==> src/rtl/regfile_pkg.sv <==
// Shared constants and the reference one-hot decode for the register-file
// write-enable path.
// Pure declarations: no ports, no state.
package regfile_pkg;

    localparam int SEL_W_DEF        = 5;
    localparam int ZERO_REG_IDX_DEF = 31;
    localparam int OUT_W_DEF        = 1 << SEL_W_DEF;

    // One-hot decode of a default-width index; all-zero when not enabled.
    function automatic logic [OUT_W_DEF-1:0] onehot_decode(
        input logic [SEL_W_DEF-1:0] sel,
        input logic                 en
    );
        logic [OUT_W_DEF-1:0] vec;
        vec = '0;
        if (en) begin
            vec[sel] = 1'b1;
        end
        return vec;
    endfunction

endpackage

==> src/rtl/decoder_param.sv <==
// Combinational SEL_W-to-OUT_W one-hot decoder with enable and optional
// hardwired-zero-register masking. Zero latency, no flow control.
// Ports: en (request), sel (index), dec (one-hot enable, zero when masked).
module decoder_param
    import regfile_pkg::*;
#(
    parameter int  SEL_W        = SEL_W_DEF,
    parameter bit  ZERO_REG_EN  = 1'b1,
    parameter int  ZERO_REG_IDX = ZERO_REG_IDX_DEF,
    localparam int OUT_W        = 1 << SEL_W
) (
    input  logic             en,
    input  logic [SEL_W-1:0] sel,
    output logic [OUT_W-1:0] dec
);

    localparam logic [SEL_W-1:0] ZIDX = SEL_W'(ZERO_REG_IDX);

    logic zero_hit;
    logic en_eff;

    assign zero_hit = ZERO_REG_EN && (sel == ZIDX);
    assign en_eff   = en && !zero_hit;

    // The package function is fixed at the default width; other widths
    // decode inline with identical semantics.
    if (SEL_W == SEL_W_DEF) begin : g_pkg
        assign dec = onehot_decode(sel, en_eff);
    end else begin : g_local
        always_comb begin
            dec = '0;
            if (en_eff) begin
                dec[sel] = 1'b1;
            end
        end
    end

endmodule

==> src/rtl/regfile_we_decoder.sv <==
// Registered multi-port write-enable decoder with low-port-wins priority and
// a saturating conflict counter. Latency 1 cycle; stall holds, flush clears
// (flush beats stall). Ports: clk, reset_n, stall, flush, wr_en, wr_sel in;
// we_port, we_any, conflict, conflict_cnt out (all registered).
module regfile_we_decoder
    import regfile_pkg::*;
#(
    parameter int  SEL_W        = SEL_W_DEF,
    parameter int  NUM_PORTS    = 2,
    parameter bit  ZERO_REG_EN  = 1'b1,
    parameter int  ZERO_REG_IDX = ZERO_REG_IDX_DEF,
    parameter int  CNT_W        = 8,
    localparam int OUT_W        = 1 << SEL_W
) (
    input  logic                       clk,
    input  logic                       reset_n,
    input  logic                       stall,
    input  logic                       flush,
    input  logic [NUM_PORTS-1:0]       wr_en,
    input  logic [NUM_PORTS*SEL_W-1:0] wr_sel,
    output logic [NUM_PORTS*OUT_W-1:0] we_port,
    output logic [OUT_W-1:0]           we_any,
    output logic                       conflict,
    output logic [CNT_W-1:0]           conflict_cnt
);

    logic [OUT_W-1:0]           raw [NUM_PORTS];
    logic [OUT_W-1:0]           claimed;
    logic [NUM_PORTS*OUT_W-1:0] we_next;
    logic                       conflict_next;

    for (genvar p = 0; p < NUM_PORTS; p++) begin : g_dec
        decoder_param #(
            .SEL_W        (SEL_W),
            .ZERO_REG_EN  (ZERO_REG_EN),
            .ZERO_REG_IDX (ZERO_REG_IDX)
        ) u_dec (
            .en  (wr_en[p]),
            .sel (wr_sel[p*SEL_W +: SEL_W]),
            .dec (raw[p])
        );
    end

    // Walk ports lowest first; 'claimed' collects bits already granted, so a
    // higher port loses any bit a lower port owns. Masked zero-register hits
    // are already gone from raw, so they never register as conflicts.
    // The OR of the resolved vectors equals the OR of the raw ones.
    always_comb begin
        claimed       = '0;
        conflict_next = 1'b0;
        we_next       = '0;
        for (int p = 0; p < NUM_PORTS; p++) begin
            we_next[p*OUT_W +: OUT_W] = raw[p] & ~claimed;
            if ((raw[p] & claimed) != '0) begin
                conflict_next = 1'b1;
            end
            claimed = claimed | raw[p];
        end
    end

    always_ff @(posedge clk or negedge reset_n) begin
        if (!reset_n) begin
            we_port      <= '0;
            we_any       <= '0;
            conflict     <= 1'b0;
            conflict_cnt <= '0;
        end else if (flush) begin
            // Flush drops the in-flight enables but keeps the statistic.
            we_port  <= '0;
            we_any   <= '0;
            conflict <= 1'b0;
        end else if (!stall) begin
            we_port  <= we_next;
            we_any   <= claimed;
            conflict <= conflict_next;
            if (conflict_next && (conflict_cnt != {CNT_W{1'b1}})) begin
                conflict_cnt <= conflict_cnt + CNT_W'(1);
            end
        end
    end

endmodule

==> config.mk <==
export PLATFORM = sky130hd
export DESIGN_NAME = regfile_we_decoder
export DESIGN_NICKNAME = d
export VERILOG_FILES = /design/src/rtl/regfile_pkg.sv /design/src/rtl/decoder_param.sv /design/src/rtl/regfile_we_decoder.sv
export SDC_FILE = /design/constraint.sdc
export NUM_CORES = 1
export LEC_CHECK = 0
export BUFFER_PORTS_ARGS = -buffer_cell sky130_fd_sc_hd__buf_4
export CAP_MARGIN = 20
export CORE_MARGIN = 5
export CORE_UTILIZATION = 40
export CTS_CLUSTER_DIAMETER = 80
export DETAILED_ROUTE_END_ITERATION = 12
export SYNTH_ARGS = -nofsm -noshare
export SYNTH_HDL_FRONTEND = slang
export SYNTH_SLANG_ARGS = --single-unit
==> constraint.sdc <==
create_clock -name clk -period 2.13 [get_ports clk]
set_input_delay 0.426 -clock clk [delete_from_list [all_inputs] [get_ports clk]]
set_output_delay 0.426 -clock clk [all_outputs]
set_load 0.005 [all_outputs]
-- Word level (Yosys, flattened, before mapping)
Index checks and enable logic that the tools add are counted.
W data, S select, Z words.
- bits in registers: 105
- input bits: 16
- output and inout port bits: 105
- logic and storage cells: 41
- add/subtract/negate cells: 1
- $lt $le $gt $ge: 4
- eq/ne operators: 4
- multiplexer cells: 13
- bitwise gates (word level): 6
- reduce and logical (&&, ||, !) cells: 9
- operators by type and width (cell ; count):
    $mux W32 ; 4
    $mux W64 ; 2
    $and A32 B32 Y32 ; 2
    $not A32 Y32 ; 1
    $or A32 B32 Y32 ; 1
    $reduce_bool A32 Y1 ; 1
    $lt A5 B6 Y1 const B ; 2
    $demux W1 S5 ; 2
    $eq A5 B5 Y1 const B ; 2
    $ge A5 B1 Y1 const B ; 2
    $add A8 B1 Y8 const B ; 1
    $ne A8 B8 Y1 const B ; 1
    $logic_and A1 B1 Y1 ; 5
    $mux W1 ; 5
    $reduce_and A3 Y1 ; 1
    $logic_not A1 Y1 ; 2
    $ne A2 B1 Y1 const B ; 1
    $not A1 Y1 ; 2

-- Logic depth before layout (Yosys ltp)
Gate-level depths: netlist (run 1).
- depth after elaboration: 10
- gate-level depth with buffers: 9
- mapped depth without buffers: 7

-- Hierarchy
From an unflattened synthesis (run 1), not the netlist that was laid out.
- cells, all modules: 567
- area, all modules: 5073.6 um^2
- modules (own cells, without submodules) (module ; times used ; cells each ; area each (um^2) ; seq. area each (um^2)):
    regfile_we_decoder ; 1 ; 471 ; 4598.2 ; 2627.5
    decoder_param ; 2 ; 48 ; 237.7 ; 0.0

-- Least setup slack after synthesis (run 1)
OpenSTA, ideal clock, no wires.
- path kind: in2reg
- start point: input port wr_sel[9]
- end point: register conflict_cnt[1]
- setup time: 0.125 ns
- arrival: 2.076 ns
- required time: 2.005 ns
- slack: -0.071 ns
- stages: 9
- buffers on the path: 2
- cell sequence: buf_2 and3b_1 buf_2 nand3_1 a221oi_2 a2111oi_2 nand4_4 nand2_4 mux2_4
- word-level cells in the longest chain between the ends: 10
- elaborated cells between the ends (all ways): 14
- those cells by class: 2 x order compare; 1 x eq/ne; 4 x mux; 1 x bitwise; 6 x reduce/logical
- RTL lines (item ; line ; RTL):
    start: declaration ; regfile_we_decoder.sv:20 ; input logic [NUM_PORTS*SEL_W-1:0] wr_sel,
    $lt A5 B6 Y1 (implied by the code) / $ge A5 B1 Y1 (equally long branches) ; regfile_pkg.sv:18 ; vec[sel] = 1'b1;
    $logic_and A1 B1 Y1 (implied by the code) ; regfile_pkg.sv:18 ;
    $mux W1 (implied by the code) ; regfile_pkg.sv:18 ;
    $demux W1 S5 ; - ;
    $mux W32 * ; regfile_pkg.sv:17 ; if (en) begin
    $and A32 B32 Y32 * ; regfile_we_decoder.sv:54 ; if ((raw[p] & claimed) != '0) begin
    $reduce_bool A32 Y1 * ; regfile_we_decoder.sv:54 ;
    $mux W1 * ; regfile_we_decoder.sv:54 ;
    $logic_and A1 B1 Y1 * ; regfile_we_decoder.sv:76 ; if (conflict_next && (conflict_cnt != {CNT_W{1'b1}})) begin
    $reduce_and A3 Y1 (no line) * ; - ;
    end signal: assignment ; regfile_we_decoder.sv:77 ; conflict_cnt <= conflict_cnt + CNT_W'(1);
    end: declaration ; regfile_we_decoder.sv:24 ; output logic [CNT_W-1:0] conflict_cnt
Mark *: on every way between the ends. The rest lies on a longest branch, timed or not.
A chain may end at the register's enable or synchronous reset.

-- Worst setup path in the final report (run 1)
- start point: input port wr_sel[1]
- end point: register conflict_cnt[6]
The elaborated chain is that of the path after synthesis.

==> results of run 1 <==
[layout make-up]
type,count,area [µm²]
fill,1206,5540
tap,172,215
clock inverter,6,73.8
timing repair buffer,201,1570
clock buffer,9,225
inverter,1,3.75
sequential,105,2630
multi-input combinational,416,2310
[cell families after synthesis]
| logic type | count (synthesis) | synth area share (%) |
|---|---|---|
| adders and majority gates | 1 | 0.245 |
| and+or+nand+nor | 285 | 27.1 |
| DFF | 105 | 51.5 |
| AOI/OAI and AO/OA | 118 | 14.9 |
| buffers and inverters | 45 | 4.00 |
| muxes | 3 | 0.687 |
| xor gates and xnor gates | 9 | 1.55 |
[worst register-to-register path, delay by kind of cell, from the launching register on]
family | cells | cell delay (ns)
AOI/OAI and AO/OA | 1 | 0.18
DFF | 1 | 0.44
adders and majority gates | 1 | 0.25
buffers and inverters | 1 | 0.18
and+or+nand+nor | 2 | 0.26
muxes | 1 | 0.29
[synthesized netlist by cell type, types with 5 or more instances]
library cell and number:
nand4_1 5, nor3b_1 8, a21oi_1 63, nor2_1 92, a32o_1 17, nor3_1 14
nor2b_1 15, a31oi_1 5, and3_1 9, nand3_1 27, buf_2 10, clkbuf_1 31
o21ai_0 13, nand2b_1 5, and2_1 5, xnor2_1 8, nand2_1 79, dfrtp_1 105
[sequential cells by signal, indices dropped and copies added, names as in the netlist]
name / cells
conflict: 1
we_any: 32
conflict_cnt: 8
we_port: 64
[through the flow]
step / util, % / instance area, µm² / total power, mW / hold WS (ns) / cells
CTS: 55.9 / 7030 / 4.22 / 0.483 / 910
floorplan: - / 5180 / 2.27 / 0.130 / 566
global route: 55.9 / 7030 / 4.35 / 0.501 / 910
finish: 55.9 / 7030 / 4.18 / 0.476 / 910
detailed placement: 53.5 / 6720 / 2.52 / 0.340 / 894
global placement: 53.5 / 6720 / 2.52 / 0.342 / 894
[report_power, final]
group          switching (mW)  total (mW)  leakage [nW]  internal (mW)
combinational           0.278       0.454          1.85          0.176
clock                   0.776        1.70         0.146          0.924
sequential             0.0139        2.02          1.46           2.01
total                    1.07        4.18          3.46           3.11
[worst paths after layout]
path | slack [ns] | end | startpoint
worst max-delay path | 0.14 | conflict_cnt[6] | wr_sel[1]
worst min-delay path | 0.48 | we_port[20] | we_port[20]
worst max register to register | 0.44 | conflict_cnt[1] | conflict_cnt[0]
worst min register to register | 0.48 | we_port[20] | we_port[20]
max in group asynchronous | 1.09 | we_any[14] | reset_n
min in group asynchronous | 0.51 | we_port[55] | reset_n
[layer usage]
layer  GRT usage (%)  vias to the layer above  wire, µm
li1                -                     2301         -
met1            32.4                     2313      7870
met2            37.4                      134      7880
met3            4.71                       31       964
met4            10.4                        0       538
met5               0                        -         0
[what timing repair did]
item / CTS / global route
setup endpoints to repair: 0 / 0
hold endpoints to repair: 20 / 0
gates resized for setup: 0 / 0
hold buffers: 1 / 0
==> results.tsv, run 1 <==
metric	value	unit
status	finished, final reports clean	
most common cell after layout, fill and taps aside	buf_4	
pin count of the biggest net entering global routing	107	
Power per Cell Area	594	nW/µm²
FFs w/ async S/R, synth	100	%
worst slack, placed	-0.164	ns
HPWL after DPL	13100	µm
Pre-antenna DRT Iters	5	
CP most frequent cell	buf_4	
CTS root buffer	clkbuf_16	
die height	123	µm
RSZ-0062 raised after global routing	false	
Setup crit start kind	primary input	
total grt overflow	0	
Core Rows	41	
Final Worst Setup Slack	0.145	ns
synthesized flop and latch total	105	
I/O pins	121	
PortBufs	120	
post-synthesis cell area	5100	µm²
WL per Instance	19.0	µm
core box area	12600	µm²
vias per cell	5.25	
DR iter-0 viols	282	
Worst path slowest cell	a311oi_2	
most frequent cells in the layout	buf_4, dfrtp_1, nor2_1	
Antenna Cells	0	
Worst Reg-to-Reg Cells	6	
Setup Viol. Count Final	0	
Post-synth EDFFs	0	
via count	4779	
cell taking the most area after synthesis	dfrtp_1	
DIE AREA	15100	µm²
CTS sink count	105	
synth-to-layout area growth	37.8	%
Post-CTS Setup Repair Bufs	0	
crit end category	register	
WP data arrival	2.20	ns
Seq/Total Area, Yosys	51.5	%
Final Hold Fails	0	
Slew @ Worst Pin	0.589	ns
YS warnings	0	
Pleak	3.46	nW
H-tree depth	3	
CP max stage delay	0.39	ns
later-pin clock latency in the skew report	0.35	ns
Tot GR Track Use	23.9	%
Max-Cap Viols	0	
Peak Freq	504	MHz
first-pass GRT wire length	27200	µm
VDD IR max	0.000389	V
WHS Path Cells	2	
post-synth top area share	51.5	%
crit-path cells	buf_4 > buf_4 > buf_4 > xnor2_1 > nand4_1 > o21ai_0 > a311oi_2 > nand4_4 > buf_4 > a31oi_1 > a41oi_1	
Hold Path Class	register to register	
slew margin rel.	60.7	%
CTS Buf Count	9	
syn nets	583	
routability cong.	0.920	
Netlist cell types	56	
Critical Path RT	2.35	ns
Routed Antenna Nets	0	
share of layout cells above drive strength 1	31.3	%
final clock skew	0.00251	ns
vias in the first global route	4866	
CP delay by family, top	compound AO/OA/AOI/OAI gates	
initial antenna violation count	0	
Post-route DRC	0	
Final min period	1.99	ns
ys flop type	dfrtp_1	
Slew Limit Fails	0	
Final Cycle Share	93.2	%
setup TNS	0	ns
Nets	751	
critical path peak fanout	5	
CTS max path bufs	2	
die width	123	µm
WL final	17300	µm
WS Path Type	primary input to register	
synth top area cells	dfrtp_1, nor2_1, a21oi_1	
CTS tree	yes	
WP buf/inv	4	
Worst-path clk slew	0.07	ns
syn_area_per_cell	9.01	µm²
cell depth of the worst setup path	11	
initial core utilization	40.6	%
Post-Synthesis Cells	566	
(Power assumes the default switching activity.)
==> run 2, diff against run 1 <==
CORE_UTILIZATION = 25   (was 40)
GPL_TIMING_DRIVEN = 0   (was default)
==> results.tsv, run 2 (same netlist as run 1, synthesis figures left out) <==
metric	value	unit	change
max reg flops	64		unchanged
clock share of power	43.2	%	+2.5 points
Final Hold Fails	0		unchanged
met1 GRT Util	22.5	%	-9.8 points
Top reg by flops	we_port		
Peak Freq	475	MHz	-5.7%
CTS tree	yes		
HPWL after DPL	14300	µm	+9.0%
H-tree depth	3		unchanged
die height	153	µm	+24%
Final min period	2.10	ns	+0.119 ns
M3 GR Usage	4.66	%	-0.047 points
die width	153	µm	+24%
Pleak	3.20	nW	-7.4%
DR iter-0 viols	285		+1.1%
RSZ-0062 raised after global routing	true		
synth-to-layout area growth	34.6	%	
status	finished, final reports clean		
CTS sink count	105		unchanged
WL per Instance	19.7	µm	+3.7%
I/O pins	121		unchanged
Setup crit start kind	primary input		
Power per Cell Area	626	nW/µm²	+5.3%
Tot GR Track Use	16.2	%	-7.7 points
Final Cycle Share	98.8	%	+5.6 points
initial core utilization	25.3	%	-15 points
CTS max path bufs	2		unchanged
Largest regs	we_port x64, we_any x32, conflict_cnt x8		
Pint	3.22	mW	+3.4%
vias in the first global route	4791		-1.5%
Setup Viol. Count Final	0		unchanged
Hold Path Class	primary input to async pin		
Filler cells	2151		+78%
CTS root buffer	clkbuf_16		
via count	4772		-0.15%
Core Rows	52		+27%
most frequent cells in the layout	buf_4, dfrtp_1, nor2_1		
GR Layer Usage met2	24.8	%	-13 points
WP data arrival	2.35	ns	+0.15 ns
most common cell after layout, fill and taps aside	buf_4		
first-pass GRT wire length	29400	µm	+7.9%
busiest layer in global routing	met2		
Critical Path RT	2.37	ns	+0.02 ns
switching fraction of total power	25.1	%	-0.45 points
routability cong.	0.919		about the same
Routed Antenna Nets	0		unchanged
Worst-path clk slew	0.07	ns	about the same
Sw Pwr	1.08	mW	+0.99%
WL final	19100	µm	+11%
vias per cell	4.91		-6.5%
Slew Limit Fails	0		unchanged
Max-Cap Viols	0		unchanged
crit end category	register		
DIE AREA	23400	µm²	+55%
total grt overflow	0		unchanged
dpl cells	952		+6.5%
CTS Buf Count	9		unchanged
Finished Core Util	34.0	%	-22 points
Post-route DRC	0		unchanged
slew margin rel.	25.1	%	-36 points
Pre-antenna DRT Iters	5		unchanged
initial antenna violation count	0		unchanged
fin cells	972		+6.8%
final total power	4.29	mW	+2.8%
Antenna Cells	0		unchanged
WS Path Type	primary input to register		
Seq pwr share	47.1	%	-1.3 points
Slew @ Worst Pin	1.12	ns	+0.527 ns
core box area	20200	µm²	+60%
later-pin clock latency in the skew report	0.35	ns	about the same
share of layout cells above drive strength 1	25.6	%	-5.7 points
VDD IR max	0.000355	V	-8.8%
Nets	714		-4.9%
critical path peak fanout	10		+5
pin count of the biggest net entering global routing	61		-43%
Logic pwr share	9.6	%	-1.3 points
WHS	0.0668	ns	-0.409 ns
PortBufs	114		-5.0%
final clock skew	0.00146	ns	-0.00104 ns
[run 2: final cells by class]
class	count	area [µm²]	area share (%)
buffer	44	245	3.57
clock buffer	10	239	3.48
clock inverter	6	97.6	1.42
inverter	1	3.75	0.0547
multi-input combinational	417	2400	35.0
sequential	105	2630	38.3
tap	270	338	4.92
timing repair buffer	119	913	13.3
[run 2: power groups by stage]
stage / Clock, mW / Combinational (mW) / Sequential [mW]
floorplan: 0 / 0.210 / 2.06
global placement: 0 / 0.393 / 2.06
detailed placement: 0 / 0.402 / 2.06
CTS: 1.90 / 0.408 / 2.02
global route: 2.00 / 0.453 / 2.03
finish: 1.86 / 0.414 / 2.02
[run 2: final timing paths]
kind	slack, ns	cells after the start	to	from
worst max-delay path	0.03	10	conflict_cnt[1]	wr_sel[8]
worst min-delay path	0.07	1	we_port[63]	reset_n
worst max register to register	0.19	5	conflict_cnt[1]	conflict_cnt[0]
worst min register to register	0.48	2	we_port[20]	we_port[20]
max in group asynchronous	1.34	2	we_any[29]	reset_n
min in group clk	0.48	2	we_port[20]	we_port[20]
[run 2: critical path: stages]
cell and delay, ns:
buf_4 0.11, buf_6 0.15, and3b_1 0.16, clkbuf_1 0.42
nand3_1 0.13, a21oi_1 0.27, a221oi_4 0.07, nand4_4 0.21
nand2_4 0.08, mux2_4 0.31
[run 2: metal layers]
layer / routed length [µm] / vias up / share of wire (%)
li1: - / 2237 / -
met1: 8720 / 2322 / 46
met2: 8670 / 180 / 45
met3: 1400 / 33 / 7.3
met4: 334 / 0 / 1.7
met5: 0 / - / 0
[run 2: through the flow]
stage	area, µm²	setup slack, ns	TNS, ns
after floorplan	5180	-0.0137	-0.0137
after global placement	6370	-0.935	-13.60
after detailed placement	6410	-0.722	-11.54
after CTS	6820	0.00524	0
after global routing	6860	-0.0127	-0.0127
final	6860	0.0253	0
[run 2: what timing repair did]
item                                    4_1_cts  5_1_grt
hold buffers                                  0        0
cloned                                        1        0
pin swaps                                     4        1
gates resized for setup                       8       13
endpoints found under the setup margin        9       13
setup buffers                                 3        0
